File: config.mk
export PLATFORM = sky130hd
export DESIGN_NAME = cache_ctrl
export DESIGN_NICKNAME = d
export VERILOG_FILES = /design/src/rtl/cache_pkg.sv /design/src/rtl/cache_ctrl.sv
export SDC_FILE = /design/constraint.sdc
export NUM_CORES = 1
export LEC_CHECK = 0
export BUFFER_PORTS_ARGS = -buffer_cell sky130_fd_sc_hd__buf_2
export CAP_MARGIN = 20
export CORE_AREA = 5 5 137 139
export CTS_CLUSTER_DIAMETER = 50
export DETAILED_ROUTE_END_ITERATION = 7
export DIE_AREA = 0 0 142 144
export GPL_TIMING_DRIVEN = 0
export SLEW_MARGIN = 20
export SYNTH_ARGS = -nofsm -noshare
export SYNTH_HDL_FRONTEND = slang
export SYNTH_SLANG_ARGS = --single-unit
File: constraint.sdc
create_clock -name clk -period 2.9 [get_ports clk]
set_input_delay 0.435 -clock clk [delete_from_list [all_inputs] [get_ports clk]]
set_output_delay 0.435 -clock clk [all_outputs]
set_load 0.02 [all_outputs]
File: src/rtl/cache_pkg.sv
// Shared definitions for the write-back cache controller: default geometry and FSM state encoding.
package cache_pkg;

  localparam int DEF_CACHE_LINE_WIDTH = 6;
  localparam int DEF_TAG_WIDTH        = 20;
  localparam int DEF_ADDR_WIDTH       = 32;

  typedef enum logic [1:0] {
    IDLE      = 2'd0,
    COMPARE   = 2'd1,
    WRITEBACK = 2'd2,
    REFILL    = 2'd3
  } state_t;

endpackage

File: src/rtl/cache_ctrl.sv
// Write-back, write-allocate cache controller; drives a cacheline store that lives beside it
// and moves whole lines to/from memory one 32-bit word per accepted transfer.
module cache_ctrl
  import cache_pkg::*;
#(
  parameter int CACHE_LINE_WIDTH = DEF_CACHE_LINE_WIDTH,
  parameter int TAG_WIDTH        = DEF_TAG_WIDTH,
  parameter int ADDR_WIDTH       = DEF_ADDR_WIDTH
) (
  input  logic                        clk,
  input  logic                        rst_n,
  input  logic                        cpu_req,
  input  logic                        cpu_we,
  input  logic [ADDR_WIDTH-1:0]       cpu_addr,
  input  logic [31:0]                 cpu_wdata,
  input  logic [3:0]                  cpu_be,
  output logic                        cpu_ack,
  output logic [31:0]                 cpu_rdata,
  input  logic                        ln_hit,
  input  logic                        ln_valid,
  input  logic                        ln_dirty,
  input  logic [TAG_WIDTH-1:0]        ln_tag,
  input  logic [31:0]                 ln_rdData,
  output logic                        ln_write,
  output logic [CACHE_LINE_WIDTH-1:0] ln_wrOff,
  output logic [TAG_WIDTH-1:0]        ln_wrTag,
  output logic                        ln_wrVaild,
  output logic                        ln_wrDirty,
  output logic [31:0]                 ln_wrData,
  output logic [3:0]                  ln_wrByteEnable,
  output logic [CACHE_LINE_WIDTH-1:0] ln_lkupOff,
  input  logic [31:0]                 ln_lkupData,
  output logic                        mem_req,
  output logic                        mem_we,
  output logic [ADDR_WIDTH-1:0]       mem_addr,
  output logic [31:0]                 mem_wdata,
  input  logic                        mem_ack,
  input  logic [31:0]                 mem_rdata
);

  localparam int CNT_W   = CACHE_LINE_WIDTH - 2;
  localparam int IDX_MSB = ADDR_WIDTH - TAG_WIDTH - 1;

  state_t           r_state;
  state_t           w_state_next;
  logic [CNT_W-1:0] r_cnt;
  logic [CNT_W-1:0] w_cnt_next;
  logic             w_last;

  assign w_last = &r_cnt;

  always_ff @(posedge clk or negedge rst_n) begin
    if (!rst_n) begin
      r_state <= IDLE;
      r_cnt   <= '0;
    end else begin
      r_state <= w_state_next;
      r_cnt   <= w_cnt_next;
    end
  end

  always_comb begin
    w_state_next    = r_state;
    w_cnt_next      = r_cnt;
    cpu_ack         = 1'b0;
    cpu_rdata       = '0;
    ln_write        = 1'b0;
    ln_wrOff        = '0;
    ln_wrTag        = '0;
    ln_wrVaild      = 1'b0;
    ln_wrDirty      = 1'b0;
    ln_wrData       = '0;
    ln_wrByteEnable = '0;
    ln_lkupOff      = '0;
    mem_req         = 1'b0;
    mem_we          = 1'b0;
    mem_addr        = '0;
    mem_wdata       = '0;

    case (r_state)
      IDLE: begin
        if (cpu_req) w_state_next = COMPARE;
      end

      COMPARE: begin
        if (ln_hit) begin
          cpu_ack      = 1'b1;
          cpu_rdata    = ln_rdData;
          w_state_next = IDLE;
          if (cpu_we) begin
            ln_write        = 1'b1;
            ln_wrOff        = cpu_addr[CACHE_LINE_WIDTH-1:0];
            ln_wrTag        = ln_tag;
            ln_wrVaild      = 1'b1;
            ln_wrDirty      = 1'b1;
            ln_wrData       = cpu_wdata;
            ln_wrByteEnable = cpu_be;
          end
        end else begin
          w_cnt_next   = '0;
          w_state_next = (ln_valid && ln_dirty) ? WRITEBACK : REFILL;
        end
      end

      WRITEBACK: begin
        // Victim address is rebuilt from the stored tag and the request's index.
        mem_req    = 1'b1;
        mem_we     = 1'b1;
        ln_lkupOff = {r_cnt, 2'b00};
        mem_wdata  = ln_lkupData;
        mem_addr   = {ln_tag, cpu_addr[IDX_MSB:CACHE_LINE_WIDTH], r_cnt, 2'b00};
        if (mem_ack) begin
          w_cnt_next = r_cnt + 1'b1;
          if (w_last) begin
            w_cnt_next   = '0;
            w_state_next = REFILL;
          end
        end
      end

      REFILL: begin
        mem_req  = 1'b1;
        mem_addr = {cpu_addr[ADDR_WIDTH-1:CACHE_LINE_WIDTH], r_cnt, 2'b00};
        if (mem_ack) begin
          // The line only becomes valid with its final word, so a cut-short refill never hits.
          ln_write        = 1'b1;
          ln_wrOff        = {r_cnt, 2'b00};
          ln_wrTag        = cpu_addr[ADDR_WIDTH-1 -: TAG_WIDTH];
          ln_wrVaild      = w_last;
          ln_wrDirty      = 1'b0;
          ln_wrData       = mem_rdata;
          ln_wrByteEnable = 4'hF;
          w_cnt_next      = r_cnt + 1'b1;
          if (w_last) begin
            w_cnt_next   = '0;
            w_state_next = COMPARE;
          end
        end
      end

      default: w_state_next = IDLE;
    endcase
  end

endmodule

==> reports/results.ini, run 1 <==
[sta]
slew_headroom_pct=51.0
finalSetupViolCount=0
timing.hold.ws_ns=0.0310
skew_ns=0.00248
period_share_pct=92.7
fin_tns_setup_ns=0
report.final.slew_viol_count=0
fin_crit_ns=2.69
worst_pin_slew_ns=0.735
hold_violations=0
fmax_mhz=372
rsz0062_at_grt=no

[global_route]
grt_pass1_vias=3364
grt_max_degree=11
met1_usage_pct=13.6
grt.busiest_layer=met2
grt_usage_pct=11.3
grt_pass1_wl_um=18200
globalRouteMet2Util_pct=20.8
grt_util_met3_pct=2.02
antenna_found_initial=0
grt.overflow.total=0

[yosys]
ys_warn_count=0
synth_area_leader_cell=a22o_1
synthArstFlopShare_pct=100
ys_top_cells_by_area=a22o_1, and2_1, and3_1
synth_edf_count=0
netlist_instances=242
synth.avg_cell_area_um2=7.30
synth-main-ff-cell=dfrtp_1
synthDistinctLibCells=28
yosys.cell_count.top_type=a22o_1
syn_area_um2=1770
synth_commonest_cells=a22o_1, and2_1, and3_1
synth_top_cell_area_share_pct=37.7
seq_area_frac_synth_pct=8.50
ys_seq_elements=6

[cts]
htree_levels=1
hold_buffers=0
cts_sinks=6
cts-buffers-inserted=3
clockBufferDepth=2
cts_tree=done
clk_latency_ns=0.23
cts-root-buf=clkbuf_16
post_cts_buffers=0
clkTransAtPathRegs_ns=0.03

[final_layout]
fill_cells=1999
final_cell_count_no_fill=833
syn2layout_area_growth_pct=124
antennaDiodeCount=0
drive_gt1_share_pct=62.9
utilization_pct=22.6
final_nets=803

[pwr]
power.leakage_nw=2.64
power_density_nw_per_um2=541
fin_total_pwr_mw=2.14
vdd_drop_max_mv=0.195

[critical_path]
cp_max_fo=10
reg2reg_depth=7
critPathKind=flip-flop to output port
arrival_ns=2.25
r2r_start=r_state[1]
crit_path_end_kind=output port
crit_path_start=r_state[1]
required_ns=2.47
critPathLaunchType=flip-flop

[placement]
post-dp-hpwl_um=11700
numPortBuffers=357
dp.cells=831
gp_congestion=0.786

[detailed_routing]
post-route-drc-count=0
ant_nets=0
drt_pre_antenna_iters=4
viasPerCell=4.11
wire_per_inst_um=16.1
vias=3424
drtIter0Drc=190
wl_um=13400

[floorplanning]
rows=49
die_x_um=142
boundaryPins=362
core_area_um2=17500
die_h_um=144
die_area_um2=20400
floorplan.initialDensity_pct=10.1

[outcome]
status=finished clean

[run]
cap_violations=0

[min_path]
hp-class=primary input to async pin

## worst max-delay path, cell delays in order, from the launching register on
cell      delay (ns)
dfrtp_1         0.37
clkbuf_1        0.26
inv_1           0.17
ha_4            0.22
and3_1          0.19
buf_4           0.20
buf_4           0.20
a22o_1          0.22
buf_2           0.17
## power by group
part / leakage, nW / switching, mW / internal [mW]
sequential: 0.0798 / 0.0339 / 0.105
combinational: 2.52 / 1.10 / 0.677
clock: 0.0370 / 0.0457 / 0.177
## cell type report
type	instances	area (um2)	area share [%]
Buffer	32	165	4.17
Clock buffer	3	75.1	1.90
Sequential cell	6	150	3.79
Multi-Input combinational cell	202	1480	37.4
Tap cell	229	287	7.24
Inverter	4	15.0	0.379
Timing Repair Buffer	357	1790	45.1
## cell usage in the layout (no fill, tap or decap)
cell         n
a21o_1       4
a21oi_1      2
a22o_1      76
a31oi_1      1
a41o_1       1
and2_1      48
and2_4       1
and3_1      33
buf_2      358
buf_4        6
clkbuf_1    16
clkbuf_16    3
clkbuf_2     5
clkbuf_4     4
conb_1       4
dfrtp_1      6
ha_1         4
ha_4         1
inv_1        4
mux2i_1      2
nand2_1      6
nand2b_1     1
nand3_1      1
nand4b_1     1
nor2_1       3
nor2b_1      3
nor3_1       2
o21ai_0      5
or2_2        1
or3_4        1
or4_1        1
## cells by family (layout without fill, tap and decap cells)
| group | after synthesis | after routing | synth area share (%) |
|---|---|---|---|
| adder cells (fa/ha/maj) | 5 | 5 | 3.54 |
| AND/OR/NAND/NOR | 102 | 102 | 35.3 |
| multiplexers | 2 | 2 | 1.13 |
| buffers and inverters | 37 | 396 | 9.00 |
| flip-flops | 6 | 6 | 8.50 |
| other | 1 | 4 | 0.212 |
| AO/OA/AOI/OAI | 89 | 89 | 42.3 |
## final timing paths
kind	endpoint	slack [ns]
max reg2reg	r_cnt[3]	0.69
min	r_state[1]	0.03
min reg2reg	r_cnt[1]	0.64
max	ln_wrTag[2]	0.21
min in group clk	r_state[0]	0.63
max in group asynchronous	r_cnt[1]	2.72
## layer usage
layer | wire [um] | up-vias
li1 | - | 1625
met1 | 5090 | 1544
met2 | 6630 | 247
met3 | 1510 | 8
met4 | 182 | 0
met5 | 0 | -
## stage by stage
step | setup slack, ns | instance area [um2]
2_1_floorplan | 0.584 | 1780
3_5_place_dp | -0.469 | 3850
4_1_cts | 0.0235 | 3940
3_3_place_gp | -0.493 | 3850
5_1_grt | 0.0466 | 3960
6_report | 0.213 | 3960
## state kept, by name, summed over array words and instances (netlist names)
signal / flops
r_cnt: 4
r_state: 2
## what timing repair did
item	CTS	global route
pin swaps	0	0
endpoints found under the setup margin	88	61
gates resized for setup	7	15
(Power assumes the default switching activity.)
==> run 2, diff against run 1 <==
--- a/constraint.sdc
+++ b/constraint.sdc
@@ -3,2 +3,2 @@
 set_output_delay 0.435 -clock clk [all_outputs]
-set_load 0.02 [all_outputs]
+set_load 0.05 [all_outputs]
==> run 2 against run 1 <==
- wire length up 0.43%
- cell count down 0.12%
- global-route usage about the same
- register-to-register slack about the same
- largest power group unchanged
- cell area up 0.79%
- highest routed layer unchanged
- sequential share of layout area about the same
==> reports/results.ini, run 2 (synthesis results as in run 1) <==
[floorplanning]
die_area_um2=20400  ; unchanged
rows=49  ; unchanged
die_h_um=144  ; unchanged
die_x_um=142  ; unchanged
core_area_um2=17500  ; unchanged
boundaryPins=362  ; unchanged
floorplan.initialDensity_pct=10.1  ; unchanged

[sta]
finalSetupViolCount=0  ; unchanged
fmax_mhz=370  ; -0.49%
fin_tns_setup_ns=0  ; unchanged
rsz0062_at_grt=no
fin_crit_ns=2.70  ; +0.0132 ns
worst_pin_slew_ns=0.717  ; -0.0187 ns
skew_ns=0.00246  ; -0.0000220 ns
hold_violations=0  ; unchanged
report.final.slew_viol_count=0  ; unchanged
setup_ws_ns=0.200  ; -0.0132 ns
period_share_pct=93.1  ; +0.46 points
slew_headroom_pct=52.2  ; +1.2 points

[cts]
cts-root-buf=clkbuf_16
cts_tree=done
clkTransAtPathRegs_ns=0.03  ; about the same
cts_sinks=6  ; unchanged
post_cts_buffers=0  ; unchanged
clockBufferDepth=2  ; unchanged
clk_latency_ns=0.23  ; about the same
cts-buffers-inserted=3  ; unchanged
hold_buffers=0  ; unchanged
htree_levels=1  ; unchanged

[final_layout]
syn2layout_area_growth_pct=126
largest_reg_flops=4  ; unchanged
layout_commonest_cell=buf_2
final_nets=802  ; -0.12%
reg.largest.list=r_cnt x4, r_state x2
drive_gt1_share_pct=63.0  ; +0.10 points
layout_common_cells=buf_2, a22o_1, and2_1
regMostFlops=r_cnt
utilization_pct=22.8  ; +0.18 points
antennaDiodeCount=0  ; unchanged
fill_cells=2001  ; +0.10%

[global_route]
grt.busiest_layer=met2
grt_pass1_wl_um=18200  ; about the same
grt_util_met3_pct=1.75  ; -0.26 points
met1_usage_pct=13.6  ; -0.020 points
grt_pass1_vias=3354  ; -0.30%
grt.overflow.total=0  ; unchanged
antenna_found_initial=0  ; unchanged
grt_usage_pct=11.3  ; about the same
globalRouteMet2Util_pct=21.0  ; +0.22 points
grt_max_degree=20  ; +9

[critical_path]
required_ns=2.47  ; about the same
crit_end=ln_wrData[17]
critPathLaunchType=flip-flop
arrival_ns=2.27  ; +0.02 ns
reg2reg_depth=7  ; unchanged
r2r_start=r_state[1]
crit_path_start=r_state[1]
crit_path_end_kind=output port
cp_max_fo=10  ; unchanged
critPathKind=flip-flop to output port
r2r_setup_slack_ns=0.69  ; about the same
reg2reg_to=r_cnt[3]

[run]
cap_violations=0  ; unchanged

[pwr]
power.leakage_nw=2.64  ; -0.19%
power_density_nw_per_um2=747  ; +38%
vdd_drop_max_mv=0.322  ; +65%

[placement]
post-dp-hpwl_um=11700  ; unchanged
preCtsSetupSlack_ns=-0.569  ; -0.0991 ns
gp_congestion=0.786  ; unchanged
numPortBuffers=357  ; unchanged

[detailed_routing]
drtIter0Drc=154  ; -19%
wire_per_inst_um=16.2  ; +0.55%
vias=3417  ; -0.20%
wl_um=13500  ; +0.43%
ant_nets=0  ; unchanged
post-route-drc-count=0  ; unchanged
drt_pre_antenna_iters=4  ; unchanged
viasPerCell=4.11  ; about the same

[outcome]
status=finished clean

[min_path]
hp-class=primary input to async pin

-- run 2: changes by cell type in the layout (fill, tap and decap cells not counted) --
| cell | change |
|---|---|
| and2_2 | +1 |
| clkbuf_2 | -1 |
| buf_6 | +2 |
| buf_2 | -11 |
| clkbuf_4 | +6 |
| buf_4 | +3 |
| and2_1 | -1 |
-- run 2: worst min path at each step --
| stage | startpoint | endpoint | cells past startpoint |
|---|---|---|---|
| 3_3_place_gp | rst_n | r_cnt[0] | 1 |
| 4_1_cts | rst_n | r_state[1] | 1 |
| 3_5_place_dp | rst_n | r_cnt[0] | 1 |
| 6_report | rst_n | r_state[1] | 1 |
| 5_1_grt | rst_n | r_cnt[3] | 1 |
| 2_1_floorplan | rst_n | r_cnt[0] | 0 |
-- run 2: where the power goes --
part / total (mW) / leakage, nW / internal, mW / switching, mW
clock network: 0.222 / 0.0370 / 0.177 / 0.0455
logic: 2.62 / 2.52 / 0.693 / 1.93
registers: 0.139 / 0.0798 / 0.105 / 0.0332
total: 2.98 / 2.64 / 0.975 / 2.00
-- run 2: worst max-delay path: stages, from the launching register on --
cell      delay, ns
dfrtp_1        0.37
clkbuf_1       0.26
inv_1          0.17
ha_4           0.22
and3_1         0.21
buf_6          0.17
clkbuf_4       0.20
a22o_1         0.23
buf_4          0.20
-- run 2: per-stage QoR --
stage                     hold slack, ns  total power [mW]  area, um2  std cells
after floorplan                    0.139              2.04       1780        245
after global placement             0.269              2.72       3850        831
after detailed placement           0.273              2.73       3850        831
after CTS                         0.0342              2.97       3940        832
after global routing              0.0353              3.14       3990        832
final                             0.0311              2.98       3990        832
-- run 2: per-layer routing --
layer,vias up,wire length [um]
met4,0,182
met1,1538,5170
met5,-,0
met2,247,6740
li1,1624,-
met3,8,1380
-- run 2: what timing repair did --
item	CTS	global route
cloned	0	0
gates resized for setup	13	20
endpoints found under the setup margin	101	64
pin swaps	0	0
-- run 2: area by class of cell --
| cell class | instances | area [um2] | area share [%] |
|---|---|---|---|
| Buffer | 31 | 170 | 4.26 |
| Clock buffer | 3 | 75.1 | 1.88 |
| Inverter | 4 | 15.0 | 0.376 |
| Multi-Input combinational cell | 202 | 1480 | 37.1 |
| Sequential cell | 6 | 150 | 3.76 |
| Tap cell | 229 | 287 | 7.18 |
| Timing Repair Buffer | 357 | 1810 | 45.4 |
==> run 3, diff against run 2 <==
Settings changed: HOLD_SLACK_MARGIN set to 0.08, PLACE_DENSITY set to 0.38.
==> run 3 against run 2 <==
- total power down 0.30%
- sequential cell count unchanged
- hold slack better by 0.54 ns
- maximum frequency down 0.38%
- largest cell class unchanged
- critical path type unchanged
==> reports/results.ini, run 3 (synthesis results as in run 1) <==
[outcome]
status=finished clean

[run]
cap_violations=0  ; unchanged

[detailed_routing]
drt_pre_antenna_iters=4  ; unchanged
post-route-drc-count=0  ; unchanged
wire_per_inst_um=16.6  ; +2.8%
viasPerCell=3.99  ; -3.0%
drtIter0Drc=113  ; -27%
wl_um=13900  ; +3.2%
ant_nets=0  ; unchanged
vias=3328  ; -2.6%

[placement]
post-dp-hpwl_um=12200  ; +4.5%
dp.cells=831  ; unchanged
numPortBuffers=357  ; unchanged
gp_congestion=0.731  ; -7.0%
place_area_um2=3850  ; unchanged

[floorplanning]
core_area_um2=17500  ; unchanged
boundaryPins=362  ; unchanged
die_x_um=142  ; unchanged
floorplan.initialDensity_pct=10.1  ; unchanged
die_area_um2=20400  ; unchanged
rows=49  ; unchanged
die_h_um=144  ; unchanged

[cts]
cts_sinks=6  ; unchanged
clkTransAtPathRegs_ns=0.04  ; about the same
cts_tree=done
clk_latency_ns=0.23  ; about the same
cts-root-buf=clkbuf_16
clockBufferDepth=2  ; unchanged
post_cts_buffers=0  ; unchanged
cts-buffers-inserted=3  ; unchanged
htree_levels=1  ; unchanged

[critical_path]
path_cells=inv_1, ha_1, clkbuf_2, clkbuf_2, a22o_1, buf_2
cp_max_fo=10  ; unchanged
crit_path_end_kind=output port
critPathLaunchType=flip-flop
required_ns=2.47  ; about the same
cp_slowest_cell=dfrtp_1
critPathKind=flip-flop to output port
arrival_ns=2.28  ; about the same
worstPathBufferInverterCount=4  ; -1
crit_top_cell=clkbuf_2
max_stage_delay_ns=0.43  ; +0.06 ns
critical_path.top_delay_family=buffers and inverters

[sta]
hold_violations=0  ; unchanged
fin_crit_ns=2.71  ; +0.0103 ns
rsz0062_at_grt=no
slew_headroom_pct=64.2  ; +12 points
period_share_pct=93.5  ; +0.36 points
report.final.slew_viol_count=0  ; unchanged
worst_pin_slew_ns=0.537  ; -0.180 ns
finalSetupViolCount=0  ; unchanged
skew_ns=0.00282  ; +0.000361 ns
fmax_mhz=369  ; -0.38%

[global_route]
grt.overflow.total=0  ; unchanged
grt_max_degree=11  ; -45%
grt_pass1_wl_um=19200  ; +5.0%
antenna_found_initial=1  ; +1
grt_usage_pct=11.8  ; +0.55 points
grt_pass1_vias=3476  ; +3.6%

[pwr]
vdd_drop_max_mv=0.223  ; -31%
power.leakage_nw=2.65  ; +0.64%
power_density_nw_per_um2=743  ; -0.52%

[final_layout]
final_cell_count_no_fill=835  ; +0.36%
largest_reg_flops=4  ; unchanged
fill_cells=2024  ; +1.1%
drive_gt1_share_pct=63.3  ; +0.29 points
layout_commonest_cell=buf_2
regMostFlops=r_cnt
final_nets=804  ; +0.25%
reg.largest.list=r_cnt x4, r_state x2
layout_common_cells=buf_2, a22o_1, and2_1
syn2layout_area_growth_pct=127
finish.instance_area_um2=4000  ; +0.22%

[min_path]
hp-class=primary input to async pin

## run 3: cell count changes in the layout (fill, tap and decap cells not counted), moves of 2 or more
cell      delta
buf_4        +9
buf_6        -2
clkbuf_1     -2
clkbuf_2     +3
clkbuf_4     -8
## run 3: layout make-up
| type | count | area [um2] | area share [%] |
|---|---|---|---|
| Timing Repair Buffer | 358 | 1830 | 45.7 |
| Antenna cell | 1 | 2.50 | 0.0626 |
| Tap cell | 229 | 287 | 7.17 |
| Clock buffer | 3 | 75.1 | 1.88 |
| Multi-Input combinational cell | 202 | 1480 | 37.0 |
| Inverter | 4 | 15.0 | 0.375 |
| Buffer | 32 | 163 | 4.07 |
| Sequential cell | 6 | 150 | 3.75 |
## run 3: layer usage
metal	vias up	share of wire, %	wire (um)	global-route usage [%]
met5	-	0.094	13	0
met4	2	0.82	114	2.07
met3	8	8.4	1170	1.92
met2	201	51	7090	22.5
met1	1485	40	5500	14.0
li1	1632	-	-	-
## run 3: per-stage QoR
step | power (mW) | TNS, ns | setup slack [ns] | util, % | hold WS, ns
final | 2.97 | 0 | 0.189 | 22.8 | 0.572
after detailed placement | 2.74 | -24.30 | -0.674 | 22.0 | 0.274
after global placement | 2.75 | -23.47 | -0.648 | 22.0 | 0.274
after CTS | 3.00 | 0 | 0.0180 | 22.7 | 0.584
after floorplan | 2.04 | 0 | 0.236 | - | 0.139
after global routing | 3.15 | 0 | 0.00631 | 22.8 | 0.585
## run 3: path summary, 6_finish.rpt
path / start / end / slack (ns) / cells after the start
max in group asynchronous: rst_n / r_cnt[3] / 2.18 / 2
worst max register to register: r_state[1] / r_cnt[3] / 0.77 / 7
worst min register to register: r_state[0] / r_state[0] / 0.69 / 2
worst min-delay path: rst_n / r_cnt[2] / 0.57 / 2
min in group clk: ln_dirty / r_state[0] / 0.65 / 4
worst max-delay path: r_state[0] / mem_addr[17] / 0.19 / 6
## run 3: what timing repair did
item,4_1_cts,5_1_grt
resized for setup,22,13
hold buffers,1,0
endpoints found under the hold margin,6,0
endpoints found under the setup margin,85,58
cloned,0,0
## run 3: power by group
| part | total (mW) | switching (mW) | internal, mW |
|---|---|---|---|
| Combinational | 2.60 | 1.91 | 0.692 |
| Sequential | 0.148 | 0.0425 | 0.105 |
| Clock | 0.223 | 0.0456 | 0.177 |
| Total | 2.97 | 2.00 | 0.974 |
